## src/rtl/washer_seq_ctrl.sv

```systemverilog
// Washing-machine program sequencer: fill/agitate/drain/rinse/spin with programs, second timing, halt/resume.
// Latency: buttons are edge-detected and act on the edge they are sampled; outputs are registered-state decode.
// Backpressure: none; emergency freezes all timing in HALT until a start edge with emergency low.
// Ports: clk, rst (sync, active-high); start/select buttons, emergency level;
//        mode/phase/count status; zheng/fan/inlet/drain actuators, their LED mirrors, ledstop, alarm.
module washer_seq_ctrl #(
    parameter int CLK_PER_SEC = 50_000_000,
    parameter int CNT_W       = 8,
    parameter int FILL_S      = 10,
    parameter int RUN_S       = 60,
    parameter int PAUSE_S     = 5,
    parameter int WASH_CYC    = 4,
    parameter int RINSE_CYC   = 2,
    parameter int RINSE_N     = 2,
    parameter int DRAIN_S     = 10,
    parameter int SPIN_S      = 30
) (
    input  logic             clk,
    input  logic             rst,
    input  logic             start,
    input  logic             select,
    input  logic             emergency,
    output logic [1:0]       mode,
    output logic [2:0]       phase,
    output logic [CNT_W-1:0] count,
    output logic             zheng,
    output logic             fan,
    output logic             inlet,
    output logic             drain,
    output logic             ledzheng,
    output logic             ledfan,
    output logic             ledinlet,
    output logic             leddrain,
    output logic             ledstop,
    output logic             alarm
);

    typedef enum logic [2:0] {
        PH_IDLE  = 3'd0,
        PH_FILL  = 3'd1,
        PH_AGIT  = 3'd2,
        PH_DRAIN = 3'd3,
        PH_SPIN  = 3'd4,
        PH_DONE  = 3'd5,
        PH_HALT  = 3'd6
    } phase_t;

    typedef enum logic [1:0] {SUB_FWD, SUB_P1, SUB_REV, SUB_P2} sub_t;

    localparam int PW      = (CLK_PER_SEC > 1) ? $clog2(CLK_PER_SEC) : 1;
    localparam int CYC_MAX = (WASH_CYC > RINSE_CYC) ? WASH_CYC : RINSE_CYC;
    localparam int CYC_W   = $clog2(CYC_MAX + 1);
    localparam int RIN_W   = $clog2(RINSE_N + 1);

    localparam logic [PW-1:0]    PRESC_MAX = PW'(CLK_PER_SEC - 1);
    localparam logic [PW-1:0]    PRESC_ONE = PW'(1);
    localparam logic [CNT_W-1:0] CNT_ONE   = CNT_W'(1);
    localparam logic [CNT_W-1:0] FILL_D    = CNT_W'(FILL_S);
    localparam logic [CNT_W-1:0] RUN_D     = CNT_W'(RUN_S);
    localparam logic [CNT_W-1:0] PAUSE_D   = CNT_W'(PAUSE_S);
    localparam logic [CNT_W-1:0] DRAIN_D   = CNT_W'(DRAIN_S);
    localparam logic [CNT_W-1:0] SPIN_D    = CNT_W'(SPIN_S);
    localparam logic [CYC_W-1:0] WASH_C    = CYC_W'(WASH_CYC);
    localparam logic [CYC_W-1:0] RINSE_C   = CYC_W'(RINSE_CYC);
    localparam logic [CYC_W-1:0] CYC_ONE   = CYC_W'(1);
    localparam logic [RIN_W-1:0] RIN_INIT  = RIN_W'(RINSE_N);
    localparam logic [RIN_W-1:0] RIN_ONE   = RIN_W'(1);

    phase_t           phase_q, phase_d, halt_ph_q, halt_ph_d;
    sub_t             sub_q, sub_d;
    logic [CYC_W-1:0] cyc_q, cyc_d;
    logic [RIN_W-1:0] rinse_q, rinse_d;
    logic             rinse_blk_q, rinse_blk_d;   // 0: wash block, 1: rinse block
    logic [1:0]       mode_q, mode_d;
    logic [CNT_W-1:0] count_q, count_d;
    logic [PW-1:0]    presc_q, presc_d;
    logic             start_q, select_q;
    logic             start_edge, select_edge, tick, enter;

    assign start_edge  = start & ~start_q;
    assign select_edge = select & ~select_q;
    assign tick        = (presc_q == PRESC_MAX);

    // Duration loaded on entry to a step; IDLE/DONE load 0 so count reads 0 there.
    function automatic logic [CNT_W-1:0] step_dur(input phase_t p, input sub_t s);
        case (p)
            PH_FILL:  return FILL_D;
            PH_AGIT:  return (s == SUB_FWD || s == SUB_REV) ? RUN_D : PAUSE_D;
            PH_DRAIN: return DRAIN_D;
            PH_SPIN:  return SPIN_D;
            default:  return '0;
        endcase
    endfunction

    always_ff @(posedge clk) begin
        if (rst) begin
            phase_q     <= PH_IDLE;
            halt_ph_q   <= PH_IDLE;
            sub_q       <= SUB_FWD;
            cyc_q       <= '0;
            rinse_q     <= '0;
            rinse_blk_q <= 1'b0;
            mode_q      <= 2'd0;
            count_q     <= '0;
            presc_q     <= '0;
            start_q     <= 1'b0;
            select_q    <= 1'b0;
        end else begin
            phase_q     <= phase_d;
            halt_ph_q   <= halt_ph_d;
            sub_q       <= sub_d;
            cyc_q       <= cyc_d;
            rinse_q     <= rinse_d;
            rinse_blk_q <= rinse_blk_d;
            mode_q      <= mode_d;
            count_q     <= count_d;
            presc_q     <= presc_d;
            start_q     <= start;
            select_q    <= select;
        end
    end

    always_comb begin
        phase_d     = phase_q;
        halt_ph_d   = halt_ph_q;
        sub_d       = sub_q;
        cyc_d       = cyc_q;
        rinse_d     = rinse_q;
        rinse_blk_d = rinse_blk_q;
        mode_d      = mode_q;
        count_d     = count_q;
        presc_d     = presc_q;
        enter       = 1'b0;

        case (phase_q)
            PH_IDLE: begin
                if (start_edge) begin
                    enter       = 1'b1;
                    rinse_d     = RIN_INIT;
                    sub_d       = SUB_FWD;
                    cyc_d       = WASH_C;
                    rinse_blk_d = 1'b0;
                    case (mode_q)
                        2'd0, 2'd1: phase_d = PH_FILL;
                        2'd2: begin
                            phase_d     = PH_FILL;
                            rinse_blk_d = 1'b1;
                            cyc_d       = RINSE_C;
                        end
                        default: phase_d = PH_SPIN;
                    endcase
                end else if (select_edge) begin
                    mode_d = mode_q + 2'd1;
                end
            end

            PH_FILL, PH_AGIT, PH_DRAIN, PH_SPIN: begin
                if (emergency) begin
                    // Everything else holds its value; only the phase parks in HALT.
                    halt_ph_d = phase_q;
                    phase_d   = PH_HALT;
                end else if (!tick) begin
                    presc_d = presc_q + PRESC_ONE;
                end else if (count_q != CNT_ONE) begin
                    count_d = count_q - CNT_ONE;
                    presc_d = '0;
                end else begin
                    enter = 1'b1;
                    case (phase_q)
                        PH_FILL: begin
                            phase_d = PH_AGIT;
                            sub_d   = SUB_FWD;
                        end
                        PH_AGIT: begin
                            case (sub_q)
                                SUB_FWD: sub_d = SUB_P1;
                                SUB_P1:  sub_d = SUB_REV;
                                SUB_REV: sub_d = SUB_P2;
                                default: begin
                                    sub_d = SUB_FWD;
                                    if (cyc_q == CYC_ONE) phase_d = PH_DRAIN;
                                    else                  cyc_d   = cyc_q - CYC_ONE;
                                end
                            endcase
                        end
                        PH_DRAIN: begin
                            if (!rinse_blk_q) begin
                                if (mode_q == 2'd1) begin
                                    phase_d = PH_DONE;
                                end else begin
                                    phase_d     = PH_FILL;
                                    rinse_blk_d = 1'b1;
                                    cyc_d       = RINSE_C;
                                end
                            end else if (rinse_q == RIN_ONE) begin
                                phase_d = PH_SPIN;
                            end else begin
                                phase_d = PH_FILL;
                                rinse_d = rinse_q - RIN_ONE;
                                cyc_d   = RINSE_C;
                            end
                        end
                        default: phase_d = PH_DONE;
                    endcase
                end
            end

            PH_HALT: begin
                // Resume without re-entering: count and prescaler continue where frozen.
                if (start_edge && !emergency) phase_d = halt_ph_q;
            end

            PH_DONE: begin
                if (start_edge) begin
                    phase_d = PH_IDLE;
                    enter   = 1'b1;
                end
            end

            default: phase_d = PH_IDLE;
        endcase

        if (enter) begin
            count_d = step_dur(phase_d, sub_d);
            presc_d = '0;
        end
    end

    assign mode     = mode_q;
    assign phase    = phase_q;
    assign count    = count_q;
    assign zheng    = (phase_q == PH_AGIT && sub_q == SUB_FWD) || (phase_q == PH_SPIN);
    assign fan      = (phase_q == PH_AGIT && sub_q == SUB_REV);
    assign inlet    = (phase_q == PH_FILL);
    assign drain    = (phase_q == PH_DRAIN) || (phase_q == PH_SPIN);
    assign ledzheng = zheng;
    assign ledfan   = fan;
    assign ledinlet = inlet;
    assign leddrain = drain;
    assign ledstop  = ~(zheng | fan);
    assign alarm    = (phase_q == PH_DONE);

endmodule

```

## config.mk

```make
export PLATFORM = sky130hd
export DESIGN_NAME = washer_seq_ctrl
export DESIGN_NICKNAME = d
export VERILOG_FILES = /design/src/rtl/washer_seq_ctrl.sv
export SDC_FILE = /design/constraint.sdc
export NUM_CORES = 1
export LEC_CHECK = 0
export ABC_AREA = 1
export BUFFER_PORTS_ARGS = -buffer_cell sky130_fd_sc_hd__buf_2
export CAP_MARGIN = 5
export CORE_MARGIN = 2
export CORE_UTILIZATION = 55
export DETAILED_ROUTE_END_ITERATION = 8
export GPL_TIMING_DRIVEN = 0
export PLACE_DENSITY = 0.77
export SLEW_MARGIN = 10
export SYNTH_ARGS = -nofsm -noshare
export SYNTH_HDL_FRONTEND = slang
export SYNTH_SLANG_ARGS = --single-unit
```

## constraint.sdc

```tcl
create_clock -name clk -period 2.5 [get_ports clk]
set_clock_uncertainty 0.1 [all_clocks]
set_input_delay 0 -clock clk [delete_from_list [all_inputs] [get_ports clk]]
set_output_delay 0 -clock clk [all_outputs]
set_load 0.03 [all_outputs]
```

# After elaboration in Yosys (flattened, before gate mapping)
# Index checks and enable logic that the tools add are counted.
# totals
register_bits,52
inputBits,5
output_inout_bits,23
word_cells,149
# classes
addsub,5
n_eq_ne,33
n_mux,64
bitwise_logic,8
n_reduce_logical,28
# ops
operator,n
3-bit two-way mux,22
26-bit two-way mux,2
8-bit two-way mux,5
"26-bit by 1-bit adder with 26-bit output, second input constant",1
"26-bit equality test, second input constant",1
2-bit two-way mux,11
6-bit case mux with 3 select lines,1
"2-bit inequality test, second input constant",7
"3-bit by 2-bit equality test with 1-bit output, second input constant",4
"3-bit equality test, second input constant",4
1-bit two-way mux,12
2-bit case mux with 2 select lines,3
3-bit case mux with 2 select lines,2
3-bit case mux with 4 select lines,1
10-bit AND reduction,1
"3-bit by 1-bit equality test with 1-bit output, second input constant",3
"3-bit inequality test, second input constant",3
3-bit case mux with 3 select lines,1
"4-bit inequality test, second input constant",2
"8-bit by 1-bit inequality test with 1-bit output, second input constant",1
8-bit AND reduction,1
2-bit nonzero test,4
"8-bit by 1-bit subtractor with 8-bit output, second input constant",1
"2-bit by 1-bit equality test with 1-bit output, second input constant",3
23 further kinds,42

# Depth between registers and ports, before layout
# logic_depth
word_depth,12
mapped_depth,15
depth_no_buf,15

# Worst setup path before layout
# No wires, ideal clock.
# synth_path
kind,register -> register
startpoint,reg phase_q[1] (netlist: phase[1])
endpoint,reg count_q[2] (netlist: count[2])
setup_ns,0.110
arrival_ns,2.007
required_time_ns,2.290
path_slack_ns,0.282
path_stages_with_launch,11
n_path_buf,0
period_less_slack_ns,2.218
cell_sequence,dfxtp_1 > inv_1 > nand3_1 > inv_1 > o21ai_0 > nand2_4 > inv_4 > nand2_4 > or2_2 > nand3_1 > inv_1
# synth_via
word_cells_on_any_way,32
classes_between,11 x eq/ne; 13 x mux; 8 x reduce/logical
# synth_lines
element,line,text
from (decl),69,"phase_t phase_q, phase_d, halt_ph_q, halt_ph_d;"
from (signal assigned),109,phase_q <= phase_d;
3-bit equality test *,--,
via alarm,35,output logic alarm
3-bit case mux with 4 select lines,135,case (phase_q)
3-bit by 2-bit equality test with 1-bit output / 3-bit by 1-bit equality test with 1-bit output (equally long branches),86,case (p)
2-bit OR reduction (no source line),--,
6-bit case mux with 3 select lines,86,
8-bit two-way mux,223,if (enter) begin
to (signal assigned),116,count_q <= count_d;
to (decl),75,"logic [CNT_W-1:0] count_q, count_d;"
# The timed path passes the listed nets; every way through them passes the cells marked *.
# A chain may end at the register's enable or synchronous reset.

# Worst setup path after layout
# layout_path
startpoint,reg presc_q[0]
endpoint,reg cyc_q[1]
# layout_via
elab_chain_cells,3
# layout_rtl
element,line,text
from (decl),76,"logic [PW-1:0] presc_q, presc_d;"
from (signal assigned),117,presc_q <= presc_d;
26-bit equality test,82,assign tick = (presc_q == PRESC_MAX);
2-bit inequality test (no source line),--,
10-bit AND reduction (no source line),--,
to (signal assigned),112,cyc_q <= cyc_d;
to (decl),71,"logic [CYC_W-1:0] cyc_q, cyc_d;"
# No other way between the ends.

==> results.md <==
- Number of standard cells after synthesis: 518
- GRT Total Usage: roughly a quarter
- Die Y-Extent: about 83 um
- Site Rows: 28
- CTS root buffer: sky130_fd_sc_hd__clkbuf_8
- RSZ-0062 raised after global routing: false
- Fraction of layout instances using a drive strength above 1: 13.8%
- Fraction of registers with async set/reset: 0%
- Post-Route Utilization: 63.4%
- Leakage power figure: about 1.6 nW
- Most common library cell in the layout ignoring fill and taps: sky130_fd_sc_hd__nand2_1
- Number of global-route vias before repair: approximately 3100
- Post-synth EDFFs: 0
- Endpoint required time on the critical path: between 2000 and 3000 ps
- Average routed wire per standard cell: 12.9 um
- Leading cell types in the layout, fill and taps excluded: 101 x sky130_fd_sc_hd__nand2_1, 75 x sky130_fd_sc_hd__nor2_1, 69 x sky130_fd_sc_hd__inv_1
- Power consumption: 2.15 mW
- Number of sinks driven by the clock tree: 52
- Signal arrival time at the worst endpoint: 2420 ps
- Overflow left after global routing: 0
- Synth warn: 0
- Reg clk slew, reported paths: ~90 ps
- Net Count, Synth: approximately 540
- Worst ir drop on vdd: 0.000370 V
- P&R area growth vs syn: 10.1%
- Final-report max-slew violation count: 0
- Post-DRT Antenna Nets: 0
- Fraction of the cycle the final worst path needs: around 93%
- Final setup violation count: 0
- Area share of fa/ha/maj cells after synthesis: roughly 4.3%
- Synth unique cells: 39
- Count of endpoints failing hold in the final timing report: 0
- Final estimated routing congestion in global placement: ~0.93
- Total vias in the final route: roughly 3400
- Setup slack on the worst flop-to-flop path: 170 ps
- Endpoint class of the critical path: flop
- Outcome: completed
- Iteration-0 DRC Markers: ~130
- Startpoint of the lowest-slack hold path: start
- Post-route standard cell area excluding fillers: between 3000 and 4000 um2
- Worst R2R Start: presc_q[0]
- Sequential area share after synthesis: 30.0%
- DRC Markers: 0
- Post-CTS Setup Inserts: 0
- Dominant combinational cell family by area after synthesis: simple AND/OR/NAND/NOR gates
- Overall die area: 6960 um2
- Startpoint type of the worst setup path: flop
- End of the worst register-to-register path: cyc_q[1]
- Clock latency reported for the late side of the worst-skew pair: 300 ps
- Top FF cell, synth: sky130_fd_sc_hd__dfxtp_1
- Post-synthesis area per instance: about 6.7 um2
- Antenna violations before repair: 0
- Count of pins on the block boundary: 28
- Maximum operating frequency: approximately 430 MHz
- Post-route minimum period: between 2000 and 2500 ps
- Wire length of the first global-routing pass: roughly 14000 um
- Half-perimeter wire length of the detailed placement result: roughly 6300 um
- CTS Buf Count: 5
- Placeable core region: around 6000 um2
- Effective utilization at floorplan: between 50% and 60%
- Type of the worst setup path: flop to flop
- Final sum of negative setup slack: 0 ps
- Fillers: between 500 and 600
- TritonCTS clock tree: yes
- Worst slew margin: 61.7%
- Maximum number of pins on one net before global-route repair: 15
- CTS H-tree depth: 2
- Hold path cells: 4
- Synth Area in Compound Gates: 12.3%
- Multiplexer share of the synthesized area: 0%
- Flops & latches, synth: 52
- Hold worst-path end: start_q
- Die boundary width: roughly 83 um
- Total power density per cell area: about 560 nW/um2
- Transition at the pin with the smallest max-transition slack: ~570 ps
- Net count reported at finish: around 570
- Area share of xor/xnor cells in the synthesized design: roughly 3.8%
- Post-DR vias/cell: about 5.4
- Combined area of all synthesized cells: between 3000 and 4000 um2
- Worst-case clock buffer depth: 2
- Largest fanout on the critical path: 6
- Register-to-Register Path Depth: 10
- Max-cap viol count: 0
- Antenna cell count: 0
- Area fraction in and, or, nand and nor cells after synthesis: 39.6%
- Router iterations before antenna repair: 4
- Placed instance area: 3700 um2
- Final routed wirelength across all metal layers: 8150 um
- Count of input and output buffers: 27
- Hold/Removal Path Class: input pin to flop
power breakdown:
group | internal [mW] | switching (mW)
clock network | 0.191 | 0.273
registers | 0.890 | 0.0513
logic | 0.235 | 0.513
per-stage QoR:
stage | setup WS, ps | instances | hold WS, ps
after floorplan | 282 | 518 | 24.9
after global placement | 254 | 620 | 114
after CTS | 172 | 631 | 335
after global routing | 11.0 | 631 | 369
final | 172 | 631 | 342
after detailed placement | 194 | 620 | 124
logic make-up (layout without fill, tap and decap cells):
family          count (synthesis)  in the layout
simple gates                  276            276
buf+inv                        85            123
compound gates                 78             78
flops                          52             52
xor+xnor                       15             15
fa+ha+maj                      12             12
repair_timing:
item | CTS | global route
hold buffers | 4 | 0
endpoints found under the setup margin | 0 | 3
endpoints found under the hold margin | 10 | 0
resized for setup | 0 | 2
how the worst max path moves through the flow:
stage                startpoint       end  slack, ps  depth (start not counted)
floorplan              phase[1]  count[2]        280                         10
global placement    presc_q[21]  cyc_q[2]        250                          9
detailed placement   presc_q[0]  cyc_q[1]        190                         10
CTS                  presc_q[0]  cyc_q[1]        170                         10
global route         presc_q[0]  count[4]         10                         14
finish               presc_q[0]  cyc_q[1]        170                         10
flip-flops by register name (all words and copies together) (netlist names):
name / count
select_q: 1
phase: 3
halt_ph_q: 3
count: 8
rinse_q: 2
mode: 2
cyc_q: 3
rinse_blk_q: 1
presc_q: 26
sub_q: 2
start_q: 1
synthesized netlist by cell type (2+ instances only):
| library cell | count | area share [%] |
|---|---|---|
| sky130_fd_sc_hd__nand4_1 | 13 | 2.3 |
| sky130_fd_sc_hd__buf_4 | 4 | 0.87 |
| sky130_fd_sc_hd__a21oi_1 | 39 | 5.6 |
| sky130_fd_sc_hd__inv_4 | 2 | 0.36 |
| sky130_fd_sc_hd__xnor2_1 | 4 | 1.0 |
| sky130_fd_sc_hd__nand3_2 | 5 | 1.4 |
| sky130_fd_sc_hd__nand2_4 | 3 | 0.97 |
| sky130_fd_sc_hd__inv_2 | 4 | 0.43 |
| sky130_fd_sc_hd__nor2_1 | 77 | 8.3 |
| sky130_fd_sc_hd__a211oi_1 | 5 | 1.1 |
| sky130_fd_sc_hd__xor2_1 | 11 | 2.8 |
| sky130_fd_sc_hd__nor3_4 | 3 | 1.4 |
| sky130_fd_sc_hd__inv_1 | 69 | 7.5 |
| sky130_fd_sc_hd__dfxtp_1 | 52 | 30 |
| sky130_fd_sc_hd__or2_2 | 2 | 0.36 |
| sky130_fd_sc_hd__nand3_1 | 28 | 4.0 |
| sky130_fd_sc_hd__ha_1 | 12 | 4.3 |
| sky130_fd_sc_hd__buf_2 | 3 | 0.43 |
| sky130_fd_sc_hd__nor2_8 | 3 | 1.7 |
| sky130_fd_sc_hd__clkbuf_1 | 2 | 0.22 |
| sky130_fd_sc_hd__nor3_1 | 22 | 3.2 |
| sky130_fd_sc_hd__a31oi_1 | 2 | 0.36 |
| sky130_fd_sc_hd__nand2_1 | 101 | 11 |
| sky130_fd_sc_hd__nor4_1 | 5 | 0.90 |
| sky130_fd_sc_hd__nor2_4 | 5 | 1.6 |
| sky130_fd_sc_hd__o21ai_0 | 26 | 3.8 |
| sky130_fd_sc_hd__nor3_2 | 2 | 0.58 |
| sky130_fd_sc_hd__nand3b_1 | 2 | 0.43 |
| sky130_fd_sc_hd__nand2_2 | 2 | 0.36 |
final cells by class:
cell class,instances,area (um2),share of cell area [%]
Multi-Input combinational cell,381,2090,54.6
Buffer,9,52.6,1.38
Tap cell,75,93.8,2.46
Clock inverter,1,5.00,0.131
Sequential cell,52,1040,27.2
Timing Repair Buffer,31,175,4.58
Inverter,76,295,7.73
Clock buffer,6,72.6,1.90
per-layer routing:
metal | global-route usage (%) | vias up | part of all wire, %
met5 | 0 | - | 0
met4 | 6.16 | 0 | 1.6
met3 | 3.28 | 13 | 3.1
met2 | 42.7 | 69 | 49
met1 | 29.5 | 1579 | 46
li1 | - | 1760 | -
worst max-delay path, cell delays in order, from the launching register on:
cell and delay (ps):
sky130_fd_sc_hd__dfxtp_1 430, sky130_fd_sc_hd__ha_1 220, sky130_fd_sc_hd__nand3_1 110, sky130_fd_sc_hd__inv_1 70
sky130_fd_sc_hd__nand2_1 50, sky130_fd_sc_hd__nor2_2 180, sky130_fd_sc_hd__nand3_2 210, sky130_fd_sc_hd__o21ai_1 320
sky130_fd_sc_hd__nand2_1 210, sky130_fd_sc_hd__o21ai_0 260, sky130_fd_sc_hd__a21oi_1 60
No activity file was read; power rests on OpenSTA's default activity.
